===== config.mk =====
export PLATFORM = sky130hd
export DESIGN_NAME = trap_sequencer
export DESIGN_NICKNAME = d
export VERILOG_FILES = /design/src/rtl/trap_sequencer.sv
export SDC_FILE = /design/constraint.sdc
export NUM_CORES = 1
export LEC_CHECK = 0
export BUFFER_PORTS_ARGS = -buffer_cell sky130_fd_sc_hd__buf_2
export CAP_MARGIN = 15
export CORE_ASPECT_RATIO = 0.6
export CORE_MARGIN = 1.5
export CORE_UTILIZATION = 35
export CTS_CLUSTER_DIAMETER = 60
export DETAILED_ROUTE_END_ITERATION = 16
export HOLD_SLACK_MARGIN = 0.1
export PLACE_DENSITY = 0.69
export RECOVER_POWER = 25
export REMOVE_ABC_BUFFERS = 1
export SKIP_CTS_REPAIR_TIMING = 1
export SLEW_MARGIN = 20
export SYNTH_ARGS = -nofsm -noshare
export SYNTH_HDL_FRONTEND = slang
export SYNTH_SLANG_ARGS = --single-unit

===== constraint.sdc =====
create_clock -name clk -period 3.5 [get_ports clk]
set_input_delay 0.175 -clock clk [delete_from_list [all_inputs] [get_ports clk]]
set_output_delay 0.175 -clock clk [all_outputs]
set_load 0.05 [all_outputs]

===== src/rtl/trap_sequencer.sv =====
// trap_sequencer: routes every Machine-mode control-flow change (synchronous
// exception, timer interrupt, mret) through the CSR file.
// An event is picked at commit. The sequencer waits for the bus to drain,
// then pulses trap_enter_o or mret_exec_o for one cycle with a flush. After
// that it holds a fetch redirect until the fetch unit accepts it.
//
// Ports:
//   clk, rst (async, active-high)
//   exc_*_i / mret_req_i / commit_*_i   commit-stage events
//   timer_pending_i, mie_mtie_i,
//   mstatus_mie_i, priv_mode_i          interrupt enable and gating
//   mtvec_in_i, mepc_in_i               CSR file values
//   mem_busy_i                          outstanding bus transaction
//   redirect_ready_i                    fetch accepts the redirect
//   stall_o, flush_o                    pipeline control
//   trap_enter_o, trap_cause_o,
//   trap_pc_o, trap_val_o               trap-entry pulse and data to the CSR file
//   mret_exec_o                         mret pulse to the CSR file
//   redirect_valid_o, redirect_pc_o     fetch redirect
//   drain_timeout_o                     sticky flag, set when a drain gave up waiting
//
// Optional build macro: TRAP_VECTORED_EN enables vectored interrupt targets
// when mtvec mode is 2'b01.
module trap_sequencer #(
    parameter int unsigned DRAIN_TIMEOUT = 64
) (
    input  logic        clk,
    input  logic        rst,
    input  logic        exc_valid_i,
    input  logic [3:0]  exc_code_i,
    input  logic [31:0] exc_pc_i,
    input  logic [31:0] exc_tval_i,
    input  logic        mret_req_i,
    input  logic        commit_valid_i,
    input  logic [31:0] commit_pc_i,
    input  logic        timer_pending_i,
    input  logic        mie_mtie_i,
    input  logic        mstatus_mie_i,
    input  logic [1:0]  priv_mode_i,
    input  logic [31:0] mtvec_in_i,
    input  logic [31:0] mepc_in_i,
    input  logic        mem_busy_i,
    input  logic        redirect_ready_i,
    output logic        stall_o,
    output logic        flush_o,
    output logic        trap_enter_o,
    output logic [31:0] trap_cause_o,
    output logic [31:0] trap_pc_o,
    output logic [31:0] trap_val_o,
    output logic        mret_exec_o,
    output logic        redirect_valid_o,
    output logic [31:0] redirect_pc_o,
    output logic        drain_timeout_o
);

    typedef enum logic [2:0] {
        StIdle, StDrain, StDrainR, StEnter, StMret, StRedirect
    } state_e;

    localparam logic [7:0] CntMax = 8'(DRAIN_TIMEOUT - 1);

    state_e      state_q, state_d;
    logic [7:0]  cnt_q, cnt_d;
    logic [31:0] cause_q, cause_d;
    logic [31:0] epc_q, epc_d;
    logic [31:0] tval_q, tval_d;
    logic [31:0] target_q, target_d;
    logic        timeout_q, timeout_d;

    logic        irq_take;
    logic        drain_done;
    logic [31:0] trap_target;

    // Interrupts are globally enabled in U-mode regardless of mstatus.MIE.
    assign irq_take   = timer_pending_i & mie_mtie_i &
                        (mstatus_mie_i | (priv_mode_i != 2'd3)) & commit_valid_i;
    assign drain_done = ~mem_busy_i | (cnt_q == CntMax);

    always_comb begin
        trap_target = mtvec_in_i & ~32'h3;
`ifdef TRAP_VECTORED_EN
        // Vectored mode applies to interrupts only. The offset is 4 * cause[30:0],
        // truncated to 32 bits.
        if (mtvec_in_i[1:0] == 2'b01 && cause_q[31]) begin
            trap_target = (mtvec_in_i & ~32'h3) + {cause_q[29:0], 2'b00};
        end
`endif
    end

    always_comb begin
        state_d          = state_q;
        cnt_d            = cnt_q;
        cause_d          = cause_q;
        epc_d            = epc_q;
        tval_d           = tval_q;
        target_d         = target_q;
        timeout_d        = timeout_q;
        stall_o          = 1'b0;
        flush_o          = 1'b0;
        trap_enter_o     = 1'b0;
        trap_cause_o     = 32'h0;
        trap_pc_o        = 32'h0;
        trap_val_o       = 32'h0;
        mret_exec_o      = 1'b0;
        redirect_valid_o = 1'b0;
        redirect_pc_o    = 32'h0;

        unique case (state_q)
            StIdle: begin
                cnt_d = 8'd0;
                // Lower-priority events in the same cycle are dropped.
                if (exc_valid_i) begin
                    cause_d = {28'b0, exc_code_i};
                    epc_d   = exc_pc_i;
                    tval_d  = exc_tval_i;
                    state_d = StDrain;
                end else if (mret_req_i) begin
                    state_d = StDrainR;
                end else if (irq_take) begin
                    cause_d = 32'h8000_0007;
                    epc_d   = commit_pc_i;
                    tval_d  = 32'h0;
                    state_d = StDrain;
                end
            end
            StDrain, StDrainR: begin
                stall_o = 1'b1;
                cnt_d   = cnt_q + 8'd1;
                if (drain_done) begin
                    cnt_d = 8'd0;
                    // Leaving while the bus is still busy means the wait timed out.
                    if (mem_busy_i) begin
                        timeout_d = 1'b1;
                    end
                    state_d = (state_q == StDrain) ? StEnter : StMret;
                end
            end
            StEnter: begin
                stall_o      = 1'b1;
                flush_o      = 1'b1;
                trap_enter_o = 1'b1;
                trap_cause_o = cause_q;
                trap_pc_o    = epc_q;
                trap_val_o   = tval_q;
                target_d     = trap_target;
                state_d      = StRedirect;
            end
            StMret: begin
                stall_o     = 1'b1;
                flush_o     = 1'b1;
                mret_exec_o = 1'b1;
                // mepc is only rewritten on trap entry, so this cycle's value is final.
                target_d    = mepc_in_i;
                state_d     = StRedirect;
            end
            StRedirect: begin
                stall_o          = 1'b1;
                redirect_valid_o = 1'b1;
                redirect_pc_o    = target_q;
                if (redirect_ready_i) begin
                    state_d = StIdle;
                end
            end
            default: begin
                state_d = StIdle;
            end
        endcase
    end

    assign drain_timeout_o = timeout_q;

    always_ff @(posedge clk or posedge rst) begin
        if (rst) begin
            state_q   <= StIdle;
            cnt_q     <= 8'd0;
            cause_q   <= 32'h0;
            epc_q     <= 32'h0;
            tval_q    <= 32'h0;
            target_q  <= 32'h0;
            timeout_q <= 1'b0;
        end else begin
            state_q   <= state_d;
            cnt_q     <= cnt_d;
            cause_q   <= cause_d;
            epc_q     <= epc_d;
            tval_q    <= tval_d;
            target_q  <= target_d;
            timeout_q <= timeout_d;
        end
    end

endmodule


==> summary.txt <==
Place
  • GP Congestion: 0.8233
  • Port Buffers: 280
  • Detailed Place HPWL: 12,350 µm
  • Placed Area: 7587 µm²

Critical path
  • CP Max Fanout: 67
  • Arrival @ worst endpoint: about 2500 ps
  • Worst Path Required: 3320 ps
  • Startpoint types: flop
  • Critical path type: reg -> out
  • Crit. End Element: output pin

Timing
  • Final-report hold violation count: 0
  • Minimum clock period: 2693 ps
  • Final clock period utilization by the worst path: 0.7693
  • Worst Skew: 12.05 ps
  • Worst slew pin tran: about 2500 ps
  • Fin Hold WS: 64.38 ps
  • Rel. slew slack: -0.6381
  • Highest Clock Rate: 371.4 MHz
  • RSZ-0062 raised after global routing: no
  • Setup violators final: 0
  • Fin. max-slew vios: ~60

Global routing
  • Grt met3 use: 0.04978
  • Gr busiest metal: met2
  • Largest net degree at the start of global routing: 68
  • First-pass GRT wire length: 28,460 µm
  • M1 GR Usage: 0.2730
  • Remaining global-route overflow: 0
  • Initial antenna violation count: 1
  • Number of global-route vias before repair: about 5,300
  • Total Routing Usage GR: 0.1942
  • Met2 Use GR: 0.3063

Logic synthesis
  • Sequential element share of the synthesized area: 0.4615
  • Ys async rst share: 1.000
  • Number of synthesized flops with an enable pin: 0
  • Main synth FF type: dfrtp_1
  • Cells after Synth: 655
  • Syn avg cell area: 9.354 µm²
  • Post-Syn Area: between 6000 and 7000 µm²
  • Yosys cell types: 40
  • Yosys warns: 0
  • FF+latch count, synth: around 110

Finish
  • P&R area growth vs syn: 48.87%
  • Final instance area: approximately 9000 µm²
  • Nets: 1,180
  • Layout cells sized above 1: 0.3287
  • Most common cell after layout, fill and taps aside: buf_2
  • Commonest cells after routing, fill and taps aside: buf_2 (279), dfrtp_1 (113), and2_1 (101)

Routing
  • Routed len/inst: 15.59 µm
  • DRT antenna net count: 0
  • Initial DRT Pass Iterations: 8
  • Remaining DRCs: 0
  • Routed vias: around 6,100
  • Post-DR vias/cell: 4.865
  • Post-Route WL: a little under 20,000 µm
  • Starting DRT DRC Count: 407

CTS
  • H-tree levels: 4
  • CTS tree: built
  • Insertion delay to the later sink of the worst-skew pair: 400 ps
  • Longest Clk Path Bufs: 2
  • CTS clock-pin slew for the worst setup and hold paths: 60 ps
  • CTS Sinks: 113
  • TritonCTS Buffers: 17
  • CTS root buf: clkbuf_16

Outcome
  • Failing checks: max-capacitance violations, max-slew violations
  • Outcome: finished with violations

Floorplanning
  • DIE WIDTH: 173.8 µm
  • Starting Density: 0.3577
  • Total I/O pin count: 310
  • Die Ht: between 100 and 150 µm
  • Core area: roughly 17,000 µm²
  • FP Rows: 37
  • Die ar.: between 15,000 and 20,000 µm²

Min path
  • Hold WC Path Type: in -> reg

Power and ir drop
  • Maximum vdd drop: 383.6 µV
  • PwrDens: 812.2 nW/µm²
  • P_leak: ~4.6 nW

Job
  • Max Cap Viol: 1
through the flow:
step / total power [mW] / cells / setup slack (ps) / utilization / TNS (ps)
floorplan: 4.443 / 601 / -1563 / - / -148720
detailed placement: 5.250 / 1127 / 1121 / 0.4430 / 0
finish: 7.408 / 1251 / 807.5 / 0.5325 / 0
CTS: 7.122 / 1159 / 807.7 / 0.4794 / 0
global placement: 5.181 / 1127 / 1172 / 0.4430 / 0
global route: 7.888 / 1250 / 330.5 / 0.5324 / 0
flip-flops by register name (all words and copies together), names as in the netlist:
name and flops:
state_q 3, cnt_q 8, drain_timeout_o 1, epc_q 32, cause_q 5, target_q 32
tval_q 32
logic make-up (layout without fill, tap and decap cells):
| family | count (synthesis) | in the layout | share of synthesized area |
|---|---|---|---|
| simple gates | 228 | 228 | 0.2087 |
| compound gates | 191 | 191 | 0.1938 |
| flops | 113 | 113 | 0.4615 |
| buf+inv | 89 | 424 | 0.08107 |
| mux | 31 | 31 | 0.05085 |
| fa+ha+maj | 1 | 1 | 0.002042 |
| other cells | 1 | 28 | 0.0006120 |
| xor+xnor | 1 | 1 | 0.001430 |
cells in the mapped netlist, drive strengths merged, types with 2 or more instances:
| cell type | number | area [µm²] |
|---|---|---|
| buf | 42 | 320.3 |
| o22a | 3 | 26.28 |
| a31oi | 32 | 200.2 |
| mux2i | 30 | 300.3 |
| o21ai | 101 | 509.2 |
| nand3 | 2 | 10.01 |
| o31ai | 3 | 22.52 |
| and2 | 101 | 631.9 |
| nor3 | 3 | 26.28 |
| nor2 | 8 | 37.54 |
| nor3b | 3 | 32.53 |
| nor4 | 4 | 31.28 |
| or3 | 34 | 217.7 |
| nand4 | 2 | 12.51 |
| a22o | 37 | 324.1 |
| a21oi | 6 | 30.03 |
| nand2 | 68 | 255.2 |
| dfrtp | 113 | 2828 |
| inv | 9 | 33.78 |
| clkbuf | 38 | 142.6 |
| a21o | 6 | 45.04 |
metal layers:
metal | share of wire | routed length, µm
met1 | 0.47 | 9190
met2 | 0.47 | 9218
met3 | 0.050 | 970
met4 | 0.0063 | 122
met5 | 0 | 0
where the power goes:
group          internal (mW)  leakage [nW]  switching (mW)
combinational           1.28          2.83            2.10
sequential              1.85          1.43           0.356
clock                   1.18         0.300           0.638
worst max-delay path, stage by stage (launching register included):
cell and delay [ps]:
dfrtp_1 640, inv_1 170, nor3b_4 250, buf_4 500, and2_1 210, buf_2 270
worst paths after layout:
check                      slack [ps]  cells past startpoint              end            start
max reg2reg                       850                      6      target_q[8]       state_q[0]
min                                60                      3     target_q[14]   mtvec_in_i[14]
min reg2reg                       460                      1  drain_timeout_o  drain_timeout_o
max                               810                      5    trap_pc_o[30]       state_q[0]
min in group asynchronous        1180                      3     target_q[11]              rst
max in group asynchronous         870                      4      target_q[6]              rst
layout make-up:
cell class	instances	area, µm²
Tap cell	234	292.8
Clock inverter	11	153.9
Clock buffer	21	470.5
Inverter	9	33.78
Sequential cell	113	2828
Multi-Input combinational cell	479	2927
Timing Repair Buffer	383	2414
Antenna cell	1	2.502
Fill cell	1584	8008
(Power assumes the default switching activity.)
